File: config.mk
export PLATFORM = sky130hd
export DESIGN_NAME = exc_commit_ctrl
export DESIGN_NICKNAME = d
export VERILOG_FILES = /design/src/rtl/exc_commit_ctrl_pkg.sv /design/src/rtl/exc_commit_ctrl.sv
export SDC_FILE = /design/constraint.sdc
export NUM_CORES = 1
export LEC_CHECK = 0
export CAP_MARGIN = 20
export CELL_PAD_IN_SITES_DETAIL_PLACEMENT = 0
export CELL_PAD_IN_SITES_GLOBAL_PLACEMENT = 1
export CORE_UTILIZATION = 26
export CTS_CLUSTER_SIZE = 24
export DETAILED_ROUTE_END_ITERATION = 7
export HOLD_SLACK_MARGIN = 0.12
export MAX_ROUTING_LAYER = met4
export PLACE_DENSITY_LB_ADDON = 0.05
export SLEW_MARGIN = 20
export SYNTH_ARGS = -nofsm -noshare
export SYNTH_HDL_FRONTEND = slang
export SYNTH_SLANG_ARGS = --single-unit
File: constraint.sdc
create_clock -name clk -period 1.7 [get_ports clk]
set_input_delay 0.425 -clock clk [delete_from_list [all_inputs] [get_ports clk]]
set_output_delay 0.425 -clock clk [all_outputs]
set_load 0.02 [all_outputs]
File: src/rtl/exc_commit_ctrl_pkg.sv
// -----------------------------------------------------------------------------
// exc_commit_ctrl_pkg
// Shared definitions for the exception/ertn commit controller:
//   - architectural exception codes used by the commit logic
//   - FSM state encoding
//   - the record captured when an event is accepted in writeback
// -----------------------------------------------------------------------------
package exc_commit_ctrl_pkg;

    // Exception codes (ESTAT.Ecode values)
    localparam logic [5:0] EC_INT = 6'h0;   // interrupt
    localparam logic [5:0] EC_ADE = 6'h8;   // address error
    localparam logic [5:0] EC_ALE = 6'h9;   // address alignment error
    localparam logic [5:0] EC_SYS = 6'hB;   // syscall

    typedef enum logic [1:0] {
        ST_IDLE     = 2'd0,
        ST_COMMIT   = 2'd1,
        ST_REDIRECT = 2'd2
    } state_e;

    // Everything the CSR file and the redirect need about the accepted event.
    typedef struct packed {
        logic        is_ertn;
        logic [5:0]  ecode;
        logic [8:0]  esubcode;
        logic [31:0] pc;
        logic [31:0] badv;
    } exc_info_t;

endpackage

File: src/rtl/exc_commit_ctrl.sv
// -----------------------------------------------------------------------------
// exc_commit_ctrl
// Commits interrupts, synchronous exceptions and ertn at the writeback stage.
// An accepted event spends one cycle in COMMIT (pulse to the CSR file), then
// waits in REDIRECT until fetch accepts the new PC.
//
// Parameters
//   ECODE_INT  ecode reported for interrupts
//   CNT_W      width of the committed-exception counter
// Ports
//   clk, rst                     clock, synchronous active-high reset
//   ws_valid, ws_pc              writeback instruction valid / PC
//   ws_ex, ws_ecode, ws_esubcode, ws_badv   synchronous exception info
//   ws_ertn                      writeback instruction is ertn
//   csr_estat_is, csr_ecfg_lie, csr_crmd_ie interrupt status/mask/enable
//   csr_eentry, csr_era          exception entry / return address
//   ws_allowin                   writeback may present a new instruction
//   wb_ex, wb_ertn_flush         one-cycle commit pulses to the CSR file
//   wb_ecode, wb_esubcode, wb_pc, wb_ex_ale_addr  captured event info
//   pipe_flush                   flush all younger stages
//   redir_valid, redir_pc, redir_ready  redirect handshake with fetch
//   int_pending                  registered interrupt request
//   ex_cnt                       saturating count of committed exceptions
// -----------------------------------------------------------------------------
module exc_commit_ctrl
    import exc_commit_ctrl_pkg::*;
#(
    parameter logic [5:0]  ECODE_INT = EC_INT,
    parameter int unsigned CNT_W     = 16
) (
    input  logic             clk,
    input  logic             rst,

    input  logic             ws_valid,
    input  logic [31:0]      ws_pc,
    input  logic             ws_ex,
    input  logic [5:0]       ws_ecode,
    input  logic [8:0]       ws_esubcode,
    input  logic [31:0]      ws_badv,
    input  logic             ws_ertn,

    input  logic [12:0]      csr_estat_is,
    input  logic [12:0]      csr_ecfg_lie,
    input  logic             csr_crmd_ie,
    input  logic [31:0]      csr_eentry,
    input  logic [31:0]      csr_era,

    output logic             ws_allowin,
    output logic             wb_ex,
    output logic             wb_ertn_flush,
    output logic [5:0]       wb_ecode,
    output logic [8:0]       wb_esubcode,
    output logic [31:0]      wb_pc,
    output logic [31:0]      wb_ex_ale_addr,
    output logic             pipe_flush,
    output logic             redir_valid,
    output logic [31:0]      redir_pc,
    input  logic             redir_ready,
    output logic             int_pending,
    output logic [CNT_W-1:0] ex_cnt
);

    state_e      state, state_nxt;
    exc_info_t   cap_q, cap_nxt;
    logic        redir_first_q;   // first cycle of REDIRECT: CSR values are fresh
    logic [31:0] redir_pc_q;      // redirect target held while fetch stalls
    logic [31:0] redir_target;
    logic        in_commit;
    logic        in_redirect;

    assign in_commit   = (state == ST_COMMIT);
    assign in_redirect = (state == ST_REDIRECT);

    // -------------------------------------------------------------------------
    // Next state and event capture
    // -------------------------------------------------------------------------
    always_comb begin
        // NOTE: every always_comb output gets a default first so no path can
        // leave it unassigned and infer a latch.
        state_nxt = state;
        cap_nxt   = cap_q;
        case (state)
            ST_IDLE: begin
                // Interrupts only ride on a real instruction; priority is
                // interrupt > exception > ertn.
                if (ws_valid && (int_pending || ws_ex || ws_ertn)) begin
                    state_nxt = ST_COMMIT;
                    if (int_pending) begin
                        cap_nxt = '{is_ertn: 1'b0, ecode: ECODE_INT, esubcode: 9'h0,
                                    pc: ws_pc, badv: 32'h0};
                    end else if (ws_ex) begin
                        cap_nxt = '{is_ertn: 1'b0, ecode: ws_ecode, esubcode: ws_esubcode,
                                    pc: ws_pc, badv: ws_badv};
                    end else begin
                        cap_nxt = '{is_ertn: 1'b1, ecode: 6'h0, esubcode: 9'h0,
                                    pc: ws_pc, badv: 32'h0};
                    end
                end
            end
            ST_COMMIT:   state_nxt = ST_REDIRECT;
            ST_REDIRECT: if (redir_ready) state_nxt = ST_IDLE;
            default:     state_nxt = ST_IDLE;
        endcase
    end

    // -------------------------------------------------------------------------
    // Registers
    // -------------------------------------------------------------------------
    always_ff @(posedge clk) begin
        // NOTE: sequential state uses non-blocking assignments so every
        // register samples pre-edge values regardless of statement order.
        if (rst) begin
            state         <= ST_IDLE;
            cap_q         <= '0;
            redir_first_q <= 1'b0;
            redir_pc_q    <= 32'h0;
            int_pending   <= 1'b0;
            ex_cnt        <= '0;
        end else begin
            state         <= state_nxt;
            cap_q         <= cap_nxt;
            redir_first_q <= in_commit;
            if (in_redirect) redir_pc_q <= redir_pc;
            int_pending   <= csr_crmd_ie & (|(csr_estat_is & csr_ecfg_lie));
            if (wb_ex && (ex_cnt != {CNT_W{1'b1}})) ex_cnt <= ex_cnt + CNT_W'(1);
        end
    end

    // -------------------------------------------------------------------------
    // Outputs
    // -------------------------------------------------------------------------
    assign ws_allowin     = (state == ST_IDLE);
    assign wb_ex          = in_commit & ~cap_q.is_ertn;
    assign wb_ertn_flush  = in_commit &  cap_q.is_ertn;
    assign wb_ecode       = in_commit ? cap_q.ecode    : 6'h0;
    assign wb_esubcode    = in_commit ? cap_q.esubcode : 9'h0;
    assign wb_pc          = in_commit ? cap_q.pc       : 32'h0;
    assign wb_ex_ale_addr = in_commit ? cap_q.badv     : 32'h0;
    assign pipe_flush     = in_commit | in_redirect;
    assign redir_valid    = in_redirect;

    // The CSR file updates at the end of COMMIT, so eentry/era are only
    // meaningful from the first REDIRECT cycle; after that the target is
    // frozen so it cannot move under a stalled handshake.
    assign redir_target = cap_q.is_ertn ? csr_era : csr_eentry;
    assign redir_pc     = !in_redirect  ? 32'h0
                        : redir_first_q ? redir_target
                        :                 redir_pc_q;

endmodule

==> impl_summary.log <==
[metrics] outcome: finished with violations
[metrics] violations in the final reports: setup timing
[metrics] first-pass GRT wire length: 38.1 mm
[metrics] total number of yosys warnings: 0
[metrics] PnR Total Power: 9.21 mW
[metrics] clock buffer count from CTS: 17
[metrics] Least-Margin Pin Slew: 0.485 ns
[metrics] worst clock skew: 0.0140 ns
[metrics] Detailed Route Iter0 Violations: 295
[metrics] number of buffers and inverters on the critical path: 6
[metrics] setup slack after layout: -0.510 ns
[metrics] family with the most delay on the worst path: buffers and inverters
[metrics] worst hold slack: 0.445 ns
[metrics] area added between synthesis and finish: 97.5%
[metrics] largest fanout on the critical path: 5
[metrics] Max transition margin: 67.6%
[metrics] clock input transition at the sequential cells of the worst setup and hold paths: 0.06 ns
[metrics] Rows: 57
[metrics] power density over the cells: 728 nW/um^2
[metrics] Synth Register Bits: 132
[metrics] min cycle time layout: 2.21 ns
[metrics] floorplan die height: 159 um
[metrics] Vias: 7068
[metrics] antenna violations before repair: 0
[metrics] proportion of synthesized chip area in sequential cells: 41.2%
[metrics] RD Place Congestion: 0.743
[metrics] distinct cell type count after synthesis: 40
[metrics] width of the die: 159 um
[metrics] final-report setup violation count: 126
[metrics] number of hold buffers added after cts: 0
[metrics] RSZ-0062 raised after global routing: yes
[metrics] fraction of the core area covered by cells at the end of the flow: 52.2%
[metrics] biggest cell delay along the critical path: 0.37 ns
[metrics] Sink Count: 132
[metrics] Tcrit/Tclk final: 130%
[metrics] Final nets: 1383
[metrics] via count of the first global-routing pass: 6921
[metrics] Starting Density: 26.4%
[metrics] WP data arrival: 1.79 ns
[metrics] Setup Slack @ Placement: -0.603 ns
[metrics] Final Routed Wirelength: 25.0 mm
[metrics] data required time of the critical path: 1.27 ns
[metrics] ports placed on the boundary: 309
[metrics] root buf cell: sky130_fd_sc_hd__clkbuf_16
[metrics] Max-cap violations: 0
[metrics] detailed-placement wirelength estimate: 16.4 mm
[metrics] Critical Path Most Common Cell: sky130_fd_sc_hd__buf_12
[metrics] post-synthesis average cell area: 7.99 sq um
[metrics] number of cells produced by synthesis: 802
[metrics] worst ir drop on vdd: 0.000385 V
[metrics] Port Buf Inserts: 308
[metrics] cell area after synthesis: 6410 sq um
[metrics] global router's overall resource usage: 19.8%
[metrics] ratio of cells with drive above 1 in the final layout: 35.7%
[metrics] crit start category: register
[metrics] wire length per cell after detailed routing: 16.2 um
[metrics] total congestion overflow after global routing: 0
[metrics] Syn Nets: 983
[metrics] H-tree levels: 4
[metrics] via-per-instance ratio: 4.60
[metrics] leakage: 5.70 nW
[metrics] fin. max-slew vios: 0
[metrics] kind of end point of the critical path: output pin
[metrics] fin cells: 1538
[metrics] clock latency reported for the late side of the worst-skew pair: 0.42 ns
[metrics] core region area: 24200 sq um
[metrics] Bufs on Longest Clock Path: 2
[metrics] area enclosed by the die boundary: 25300 sq um
[metrics] diode count: 0
[metrics] antenna-violating nets left: 0
[metrics] CTS tree: built
[metrics] total placed cells including tap cells: 1455
[metrics] worst min-delay path category: register to register
[metrics] DRC Markers: 0
[metrics] Pre-Repair DR Iteration Count: 4
[metrics] Worst path slowest cell: sky130_fd_sc_hd__dfxtp_4
[metrics] path type of the worst setup path: register to output pin
[metrics] largest net degree at the start of global routing: 50
[metrics] cell breakdown of the critical path: inv_4, ha_4, buf_12, buf_12, buf_16, buf_12, and2_4, buf_6
[metrics] highest clock rate: 0.452 GHz
[metrics] hold violation total from the final report: 0
sequential cells by signal, summed over array words and instances, names as in the netlist:
register	flops
ex_cnt	16
state	2
int_pending	1
cap_q	80
redir_first_q	1
redir_pc_q	32
cell usage after synthesis, drive strengths merged:
master,n,share of area [%]
clkbuf,49,2.9
mux2i,33,5.2
ha,5,0.98
or3,2,0.20
and2,82,8.0
nor3,4,0.31
buf,21,1.5
nand3,53,4.1
a221oi,2,0.27
o211a,32,5.0
a41o,1,0.16
a22oi,2,0.23
dfxtp,132,41
a22o,1,0.14
a21oi,90,7.0
nand4,8,0.78
o21ai,2,0.16
nand2b,4,0.39
nor3b,1,0.12
nor4,1,0.33
mux2,7,1.2
and3,4,0.39
inv,7,0.41
nor2b,9,0.88
nand2,152,8.9
and4b,1,0.16
nor2,45,2.6
xnor2,1,0.14
a311oi,1,0.14
o31ai,4,0.47
o31a,1,0.14
or4,4,0.47
o311ai,1,0.25
and4,1,0.14
a222oi,1,0.16
o211ai,1,0.12
a211oi,37,4.3
metrics by stage:
| stage | area (sq um) | setup TNS, ns |
|---|---|---|
| floorplan | 6420 | -0.903 |
| finish | 12700 | -39.77 |
| global route | 12700 | -48.24 |
| global placement | 10500 | -65.72 |
| CTS | 12000 | -50.97 |
| detailed placement | 10500 | -65.46 |
repair_timing:
action                                  CTS  global route
gates cloned                              9             2
buffers inserted                         24            21
pin swaps                                43            42
gates resized for setup                 682           193
endpoints found under the setup margin  146           196
cells by family after synthesis:
| kind of cell | share of synthesized area (%) |
|---|---|
| flip-flops | 41.2 |
| multiplexers | 6.39 |
| AND/OR/NAND/NOR | 27.8 |
| adder cells (fa/ha/maj) | 0.976 |
| XOR/XNOR | 0.137 |
| AO/OA/AOI/OAI | 18.6 |
| buffers and inverters | 4.82 |
report_power, final:
part | internal [mW] | total, mW | switching (mW)
Combinational | 1.31 | 2.25 | 0.942
Clock | 2.17 | 3.67 | 1.50
Sequential | 3.22 | 3.29 | 0.0748
cell type report:
class | count | area (sq um)
Fill cell | 2300 | 11600
Timing Repair Buffer | 451 | 4900
Clock buffer | 17 | 425
Sequential cell | 132 | 2660
Inverter | 7 | 33.8
Multi-Input combinational cell | 593 | 4080
Tap cell | 324 | 405
Clock inverter | 14 | 149
worst paths after layout:
check	start	to	slack, ns	cells after the start
setup / recovery	state[1]$_SDFFE_PP0P_	wb_pc[30]	-0.51	8
hold reg to reg	cap_q[9]$_SDFFE_PP0P_	cap_q[9]$_SDFFE_PP0P_	0.44	2
hold / removal	cap_q[9]$_SDFFE_PP0P_	cap_q[9]$_SDFFE_PP0P_	0.44	2
setup reg to reg	state[1]$_SDFFE_PP0P_	ex_cnt[8]$_SDFFE_PP0P_	-0.15	8
tightest hold or removal path: cells and delay by family (launching register included):
family | cells | cell delay [ns]
DFF | 1 | 0.30
and+or+nand+nor | 1 | 0.05
AOI/OAI and AO/OA | 1 | 0.05
cell usage in the layout (no fill, tap or decap), types with 3 or more instances in the layout:
cell type and n:
sky130_fd_sc_hd__nand3_1 52, sky130_fd_sc_hd__dfxtp_4 3, sky130_fd_sc_hd__o211a_1 32, sky130_fd_sc_hd__nand2_1 148
sky130_fd_sc_hd__a21oi_1 86, sky130_fd_sc_hd__a21oi_2 4, sky130_fd_sc_hd__buf_16 8, sky130_fd_sc_hd__mux2_2 4
sky130_fd_sc_hd__inv_6 5, sky130_fd_sc_hd__dlymetal6s2s_1 17, sky130_fd_sc_hd__inv_4 3, sky130_fd_sc_hd__clkdlybuf4s50_1 174
sky130_fd_sc_hd__clkinv_2 4, sky130_fd_sc_hd__buf_12 25, sky130_fd_sc_hd__dfxtp_2 3, sky130_fd_sc_hd__buf_8 4
sky130_fd_sc_hd__mux2i_2 10, sky130_fd_sc_hd__buf_4 87, sky130_fd_sc_hd__mux2i_4 16, sky130_fd_sc_hd__ha_4 3
sky130_fd_sc_hd__nand2b_1 3, sky130_fd_sc_hd__and3_1 4, sky130_fd_sc_hd__dlygate4sd2_1 5, sky130_fd_sc_hd__clkbuf_16 19
sky130_fd_sc_hd__buf_2 3, sky130_fd_sc_hd__nor2b_1 8, sky130_fd_sc_hd__nand4_1 8, sky130_fd_sc_hd__dfxtp_1 126
sky130_fd_sc_hd__and2_4 77, sky130_fd_sc_hd__and2_1 4, sky130_fd_sc_hd__a211oi_1 34, sky130_fd_sc_hd__buf_6 123
sky130_fd_sc_hd__nand2_2 4, sky130_fd_sc_hd__mux2i_1 7, sky130_fd_sc_hd__inv_1 4, sky130_fd_sc_hd__nor2_1 44
per-layer routing:
| metal | global-route usage, % | vias up | wire (um) |
|---|---|---|---|
| li1 | - | 3566 | - |
| met1 | 24.1 | 3260 | 11000 |
| met2 | 33.1 | 224 | 12300 |
| met3 | 4.64 | 18 | 1430 |
| met4 | 4.55 | 0 | 214 |
| met5 | - | - | 0 |
(Power assumes the default switching activity.)
